[src/rtl/md5_msg_padder.sv]
// ----------------------------------------------------------------------------
// md5_msg_padder
//
// Byte-stream front end for an MD5 compression core. Packs message bytes into
// 32-bit little-endian words M[0..15] and appends MD5 padding: a 0x80 byte,
// zero bytes, then the 64-bit message bit length in little-endian order. The
// downstream core only ever sees complete 512-bit blocks.
//
// Ports:
//   clk           rising-edge clock
//   rst           synchronous active-high reset
//   in_valid      in_data / in_last valid
//   in_ready      padder accepts a byte this cycle
//   in_data       message byte
//   in_last       final byte of the message (qualified by in_valid)
//   out_valid     out_word valid
//   out_ready     consumer accepts the word
//   out_word      message word, first byte of the word in bits [7:0]
//   out_idx       word index within the block (0..15)
//   out_blk_last  out_idx == 15
//   out_msg_last  length-high word of the final block
// ----------------------------------------------------------------------------
module md5_msg_padder #(
  parameter int CNT_W = 61
) (
  input  logic        clk,
  input  logic        rst,
  input  logic        in_valid,
  output logic        in_ready,
  input  logic [7:0]  in_data,
  input  logic        in_last,
  output logic        out_valid,
  input  logic        out_ready,
  output logic [31:0] out_word,
  output logic [3:0]  out_idx,
  output logic        out_blk_last,
  output logic        out_msg_last
);

  typedef enum logic [1:0] {
    DATA,    // packing message bytes
    ZERO,    // zero padding (optionally the 0x80 word first)
    LEN_LO,  // bit length [31:0] at word 14
    LEN_HI   // bit length [63:32] at word 15
  } state_t;

  state_t             state, state_n;
  logic [CNT_W-1:0]   byte_cnt, cnt_n;
  logic [1:0]         lane, lane_n;
  logic [3:0]         widx, widx_n;
  logic [31:0]        wbuf, wbuf_n;
  // Set when the message ended exactly on a word boundary, so the 0x80 byte
  // still has to go out as the first padding word.
  logic               pad80, pad80_n;

  logic               slot_free;
  logic               load;
  logic [31:0]        ld_word;
  logic               ld_msg_last;
  logic [31:0]        merged;
  logic [63:0]        bitlen;

  assign slot_free = !out_valid || out_ready;
  assign bitlen    = 64'({byte_cnt, 3'b000});

  // --------------------------------------------------------------------------
  // Next-state / datapath control
  // --------------------------------------------------------------------------
  always_comb begin
    // NOTE: every signal gets a default here so no path leaves one unassigned,
    // which would otherwise infer a latch.
    state_n     = state;
    cnt_n       = byte_cnt;
    lane_n      = lane;
    widx_n      = widx;
    wbuf_n      = wbuf;
    pad80_n     = pad80;
    load        = 1'b0;
    ld_word     = '0;
    ld_msg_last = 1'b0;
    merged      = wbuf;
    in_ready    = 1'b0;

    unique case (state)
      DATA: begin
        in_ready = !rst && slot_free;
        if (in_valid && in_ready) begin
          merged[int'(lane)*8 +: 8] = in_data;
          cnt_n = byte_cnt + 1'b1;
          if (in_last) begin
            // Short final word: 0x80 goes straight into the next lane; the
            // higher lanes are already zero because wbuf is cleared per word.
            if (lane != 2'd3) merged[(int'(lane) + 1)*8 +: 8] = 8'h80;
            load    = 1'b1;
            ld_word = merged;
            widx_n  = widx + 4'd1;
            lane_n  = 2'd0;
            wbuf_n  = '0;
            pad80_n = (lane == 2'd3);
            // If the last data word (already carrying 0x80) sits at word 13,
            // the length words follow immediately with no zero fill.
            if (lane != 2'd3 && widx == 4'd13) state_n = LEN_LO;
            else                                state_n = ZERO;
          end else if (lane == 2'd3) begin
            load    = 1'b1;
            ld_word = merged;
            widx_n  = widx + 4'd1;
            lane_n  = 2'd0;
            wbuf_n  = '0;
          end else begin
            wbuf_n = merged;
            lane_n = lane + 2'd1;
          end
        end
      end

      ZERO: begin
        // Zero-fills up to word 13 of the current block; when widx wraps past
        // 15 this naturally spills into a fresh block.
        if (slot_free) begin
          load    = 1'b1;
          ld_word = pad80 ? 32'h0000_0080 : 32'h0;
          pad80_n = 1'b0;
          widx_n  = widx + 4'd1;
          if (widx == 4'd13) state_n = LEN_LO;
        end
      end

      LEN_LO: begin
        if (slot_free) begin
          load    = 1'b1;
          ld_word = bitlen[31:0];
          widx_n  = widx + 4'd1;
          state_n = LEN_HI;
        end
      end

      LEN_HI: begin
        // Once the final word is committed to the output register the message
        // is complete; counters clear so the next message can start at once.
        if (slot_free) begin
          load        = 1'b1;
          ld_word     = bitlen[63:32];
          ld_msg_last = 1'b1;
          cnt_n       = '0;
          lane_n      = 2'd0;
          widx_n      = 4'd0;
          state_n     = DATA;
        end
      end

      default: state_n = DATA;
    endcase
  end

  // --------------------------------------------------------------------------
  // State and output register
  // --------------------------------------------------------------------------
  always_ff @(posedge clk) begin
    // NOTE: sequential state uses non-blocking assignments so every register
    // samples pre-edge values regardless of statement order.
    if (rst) begin
      state        <= DATA;
      byte_cnt     <= '0;
      lane         <= 2'd0;
      widx         <= 4'd0;
      wbuf         <= '0;
      pad80        <= 1'b0;
      out_valid    <= 1'b0;
      out_word     <= '0;
      out_idx      <= 4'd0;
      out_blk_last <= 1'b0;
      out_msg_last <= 1'b0;
    end else begin
      state    <= state_n;
      byte_cnt <= cnt_n;
      lane     <= lane_n;
      widx     <= widx_n;
      wbuf     <= wbuf_n;
      pad80    <= pad80_n;
      if (load) begin
        // load only happens with a free slot, so this never overwrites a
        // word the consumer has not taken.
        out_valid    <= 1'b1;
        out_word     <= ld_word;
        out_idx      <= widx;
        out_blk_last <= (widx == 4'd15);
        out_msg_last <= ld_msg_last;
      end else if (out_ready) begin
        out_valid <= 1'b0;
      end
    end
  end

endmodule

[config.mk]
export PLATFORM = sky130hd
export DESIGN_NAME = md5_msg_padder
export DESIGN_NICKNAME = d
export VERILOG_FILES = /design/src/rtl/md5_msg_padder.sv
export SDC_FILE = /design/constraint.sdc
export NUM_CORES = 1
export LEC_CHECK = 0
export ABC_AREA = 1
export ABC_CLOCK_PERIOD_IN_PS = 2100
export CAP_MARGIN = 20
export CORE_MARGIN = 8
export CORE_UTILIZATION = 60
export DETAILED_ROUTE_END_ITERATION = 6
export PLACE_DENSITY = 0.81
export SLEW_MARGIN = 5
export SYNTH_ARGS = -nofsm -noshare
export SYNTH_HDL_FRONTEND = slang
export SYNTH_SLANG_ARGS = --single-unit
export TNS_END_PERCENT = 50
[constraint.sdc]
create_clock -name clk -period 2.1 [get_ports clk]
set_input_delay 0.525 -clock clk [delete_from_list [all_inputs] [get_ports clk]]
set_output_delay 0.525 -clock clk [all_outputs]
set_load 0.05 [all_outputs]
# --- After elaboration in Yosys (flattened, before gate mapping) ---
# Cells that the tools add are included.
totals:
  inputBits: 13
  output_inout_bits: 40
  ff_bits: 141
  word_cells: 100
op_classes:
  n_mux: 47
  n_eq_ne: 15
  shift: 4
  reduce_logical: 17
  add_sub_neg: 6
ops:
  columns: ["operator", "n"]
  rows:
  - ["32-bit 2-to-1 mux", 8]
  - ["32-bit case mux with 4 select lines", 1]
  - ["61-bit 2-to-1 mux", 2]
  - ["61-bit case mux with 2 select lines", 1]
  - ["8-bit by 33-bit variable shift with 32-bit output (first input constant)", 2]
  - ["32-bit bitwise mux", 2]
  - ["61-bit by 1-bit adder with 61-bit output (second input constant)", 1]
  - ["5-bit negation with 33-bit output", 1]
  - ["6-bit negation with 33-bit output", 1]
  - ["8-bit by 33-bit variable part select with 32-bit output", 1]
  - ["8-bit by 33-bit variable part select with 32-bit output (first input constant)", 1]
  - ["2-bit 2-to-1 mux", 10]
  - ["4-bit 2-to-1 mux", 5]
  - ["8-bit 2-to-1 mux", 2]
  - ["2-bit inequality test (second input constant)", 7]
  - ["4-bit case mux with 3 select lines", 1]
  - ["1-bit 2-to-1 mux", 11]
  - ["4-bit == test (second input constant)", 2]
  - ["2-bit case mux with 4 select lines", 1]
  - ["4-bit AND reduction", 2]
  - ["2-bit == test (second input constant)", 3]
  - ["6-bit AND reduction", 1]
  - ["2-bit nonzero test", 3]
  - ["4-bit by 1-bit adder with 4-bit output (second input constant)", 1]
  - ["other kinds (15)", 19]

# --- Longest topological paths before layout ---
logic_depth:
  ltp_word: 8
  ltp_mapped: 12
  mapped_depth_nobuf: 11

# --- Worst setup path after synthesis ---
# OpenSTA, ideal clock, no wires.
synth_timing:
  path_kind: "input port to output port"
  startpoint: "input rst"
  endpoint: "output in_ready"
  cell_stages: 3
  t_required_ns: 1.575
  path_slack_ns: -0.392
  n_path_buf: 2
  arrival_time_ns: 1.967
  path_cell_list: "buf_4 -> clkbuf_1 -> nor3_1"
synth_via:
  elab_chain_len: 3
synth_rtl:
  columns: ["element", "line_no", "source"]
  rows:
  - ["from (decl)", "27", "input logic rst,"]
  - ["1-bit logical NOT", "86", "in_ready = !rst && slot_free;"]
  - ["1-bit logical AND", "86", null]
  - ["1-bit 2-to-1 mux", "84", "unique case (state)"]
  - ["to (decl)", "29", "output logic in_ready,"]
# Every way passes these cells.

# --- Worst setup path in the final report ---
layout_timing:
  startpoint: "register lane[0]"
  endpoint: "register out_word[31]"
layout_via:
  elab_chain_len: 8
  elab_cells_between_ends: 20
  cone_classes: "add/sub: 3; eq/ne: 2; shift: 4; mux: 11"
layout_rtl:
  columns: ["element", "line_no", "source"]
  rows:
  - ["from (decl)", "49", "logic [1:0] lane, lane_n;"]
  - ["from (signal assigned)", "177", "lane <= lane_n;"]
  - ["2-bit by 1-bit adder with 3-bit output / 5-bit negation with 33-bit output (equally long branches)", "93, 88", null]
  - ["6-bit negation with 33-bit output, or another cell as far along", "93", "if (lane != 2'd3) merged[(int'(lane) + 1)*8 +: 8] = 8'h80;"]
  - ["8-bit by 33-bit variable part select with 32-bit output, or another cell as far along", "93", null]
  - ["32-bit bitwise mux", "93", null]
  - ["32-bit 2-to-1 mux", "93", null]
  - ["32-bit 2-to-1 mux", "90", "if (in_last) begin"]
  - ["32-bit 2-to-1 mux", "87", "if (in_valid && in_ready) begin"]
  - ["32-bit case mux with 4 select lines", "84", null]
  - ["to (signal assigned)", "185", "out_word <= ld_word;"]
  - ["to (decl)", "34", "output logic [31:0] out_word,"]
# Parallel ways exist; a longest one is shown, timed or not.
# A chain may end at the register's enable or synchronous reset.

==> reports/metrics.yaml <==
status:
  outcome: "finished, final reports clean"
die:
  core_mm2: 0.0126
  ioPinCount: 53
  dieArea_mm2: 0.0168
  die_y_um: 130
  die_x_um: 130
  fp-row-count: 41
  initial_utilization_pct: 61.5
power:
  seqPwrFrac_pct: 33.2
  power_frac_comb_pct: 30.7
  p_int_mw: 5.63
  powerDensity_mw_per_mm2: 912
  peakVddDrop_v: 0.000874
  p_sw_mw: 3.11
  switching_share_pct: 35.6
  clkPwrFrac_pct: 36.0
  p_leak_nw: 3.84
flow_run:
  drv_cap: 0
worst_setup_path:
  critPathBufInv: 2
  critPathTopFamily: "simple AND/OR/NAND/NOR gates"
  critical_path_depth: 9
  worstSetupStartpointType: "flip-flop"
  slowest_stage: "dfxtp_1"
  ff2ff_setup_slack_ns: 0.06
  crit-reg2reg-launch: "lane[0]"
  critPathMostFrequentCell: "nand2_1"
  crit_required_ns: 2.45
  timing.rr.end: "out_word[31]"
  arrival_ns: 2.40
  reg2reg_depth: 9
  path_cells: "inv_1, ha_1, inv_1, nand3_1, o22ai_1, nand2_1, nand2_1, nand2_1, a31oi_1"
  end_kind: "flip-flop"
  critPathMaxFanout: 8
  max_stage_delay_ns: 0.40
  crit_type: "reg2reg"
synth:
  synth_top_cell_area_share_pct: 36.4
  ys_async_sr_fraction_pct: 0
  synth_flop_cell: "dfxtp_1"
  synth_area_mm2: 0.00776
  syn_inst: 1192
  syn-num-nets: 1221
  synth_cell_types: 38
  yosysMostFrequentCell: "nand2_1"
  yosys-top-cells-area: "dfxtp_1, nand2_1, nor2_1"
  synth.yosys.seq_area_share_pct: 36.4
  synth.ff_latch_count: 141
  synth_edf_count: 0
  yosys.area.top_type: "dfxtp_1"
  yosys-top-cells-count: "nand2_1, nor2_1, dfxtp_1"
  syn_avg_cell_area_um2: 6.51
  yosys_warnings: 0
clocking:
  root_buffer: "clkbuf_16"
  htree_levels: 4
  cts_made_buffers: 17
  cts_sinks: 141
  clockBufferDepth: 2
  cts_tree: "done"
  clk_pin_slew_ns: 0.06
  clk_latency_ns: 0.43
grt:
  grt_pass1_wl_mm: 41.7
  grt_util_met1_pct: 41.5
  grtUsageMet3_pct: 7.06
  grt_pass1_vias: 8006
  grt_overflow_total: 0
  busiest_layer: "met2"
  grtUsageTotal_pct: 32.1
  grt_max_degree: 60
  antenna_found_initial: 1
  grtUsageMet2_pct: 50.2
placed_design:
  place.gp.congestion: 0.992
  dpl.hpwl_mm: 19.3
  dp_slack_ns: -0.215
  numPortBuffers: 52
timing:
  tightest_slew_ns: 0.622
  layout_setup_ws_ns: 0.0574
  fmax_mhz: 490
  clock-skew-final_ns: 0.00672
  slew_headroom_pct: 58.6
  maxSlewViolCount: 0
  hold_viol: 0
  period_share_pct: 97.3
  period_minus_slack_ns: 2.04
  tns_ns: 0
  finalSetupViolCount: 0
  rsz0062_at_grt: "yes"
worst_hold_path:
  hp-start: "out_word[4]"
  hold_depth: 2
  hold_end: "out_word[4]"
  hold_path_class: "reg2reg"
detailed_routing:
  dr.pass1.iters: 7
  ant_nets: 0
  wl_per_cell_um: 18.0
  viasPerCell: 5.90
  drtIter0Drc: 1146
  routed_wirelength_mm: 26.6
  vias: 8738
  drc: 0
final_layout:
  final_util_pct: 75.9
  synthToLayoutAreaGrowth_pct: 23.5
  drive_gt1_share_pct: 12.5
  num_antenna_cells: 0
  fin_nets: 1324
[power groups by stage]
stage               Clock (mW)  Sequential [mW]  Combinational [mW]
floorplan                    0             3.15                1.41
global placement             0             2.96                2.53
detailed placement           0             2.96                2.56
CTS                       3.14             2.90                2.58
global route              3.26             2.92                2.88
finish                    3.15             2.91                2.69
[final cells by class]
class | count | area, µm²
Inverter | 135 | 509
Sequential cell | 141 | 2830
Tap cell | 172 | 215
Clock inverter | 13 | 163
Clock buffer | 19 | 443
Multi-Input combinational cell | 877 | 4330
Timing Repair Buffer | 123 | 1100
Fill cell | 1009 | 3040
[state kept, by name, summed over array words and instances (netlist names)]
register / flops
byte_cnt: 61
out_word: 32
wbuf: 32
out_idx: 4
widx: 4
lane: 2
state: 2
out_blk_last: 1
out_msg_last: 1
out_valid: 1
pad80: 1
[cells by family (layout without fill, tap and decap cells)]
group                      Yosys count  in the layout  synth area share [%]
adders and majority gates           16             16                  2.58
DFF                                141            141                  36.4
buffers and inverters              174            290                  8.96
and+or+nand+nor                    642            642                  35.5
AOI/OAI and AO/OA                  219            219                  16.5
[worst max-delay path by stage]
| stage | slack [ns] | start | endpoint |
|---|---|---|---|
| after floorplan | 0.02 | rst | in_ready |
| after global placement | -0.17 | out_ready | out_word[15] |
| after detailed placement | -0.22 | out_ready | byte_cnt[17] |
| after CTS | -0.07 | out_ready | in_ready |
| after global routing | -0.09 | lane[0] | out_word[19] |
| final | 0.06 | lane[0] | out_word[31] |
[routing by layer]
metal  vias up  share of wire (%)
met3        78                 10
met5         -              0.064
met4         2                3.6
met1      4050                 41
met2       494                 45
li1       4114                  -
[cell usage in the layout (no fill, tap or decap), drive strengths merged, types with 3 or more instances in the layout]
cell	instances
nor4	3
nor3	20
o22ai	18
a21oi	86
o21bai	4
o31ai	7
buf	73
bufinv	3
nor2	185
inv	135
dfxtp	141
nand2	341
a22oi	27
nand4	28
dlygate4sd2	32
o21ai	40
dlymetal6s2s	8
nand3	59
clkbuf	19
clkdlybuf4s50	10
nor3b	3
o21a	4
clkinvlp	3
ha	16
a31oi	31
clkinv	7
[through the flow]
| step | hold slack (ns) | power (mW) | instance area (µm²) | std cells |
|---|---|---|---|---|
| global route | 0.484 | 9.06 | 9580 | 1480 |
| detailed placement | 0.454 | 5.52 | 8930 | 1448 |
| finish | 0.464 | 8.74 | 9580 | 1480 |
| floorplan | 0.439 | 4.56 | 7770 | 1192 |
| CTS | 0.465 | 8.62 | 9500 | 1480 |
| global placement | 0.450 | 5.49 | 8930 | 1448 |
[repair_timing]
item | CTS | global route
hold buffers | 0 | 0
gates resized for setup | 34 | 29
setup endpoints to repair | 33 | 53
buffers inserted | 0 | 0
gates cloned | 0 | 0
pin swaps | 0 | 3
[worst reg2reg max path, cell delays in order, from the launching register on]
cell	delay, ns
dfxtp_1	0.40
inv_1	0.15
ha_1	0.37
inv_1	0.13
nand3_1	0.32
o22ai_1	0.30
nand2_1	0.08
nand2_1	0.07
nand2_1	0.05
a31oi_1	0.11
No activity file was read; power rests on OpenSTA's default activity.
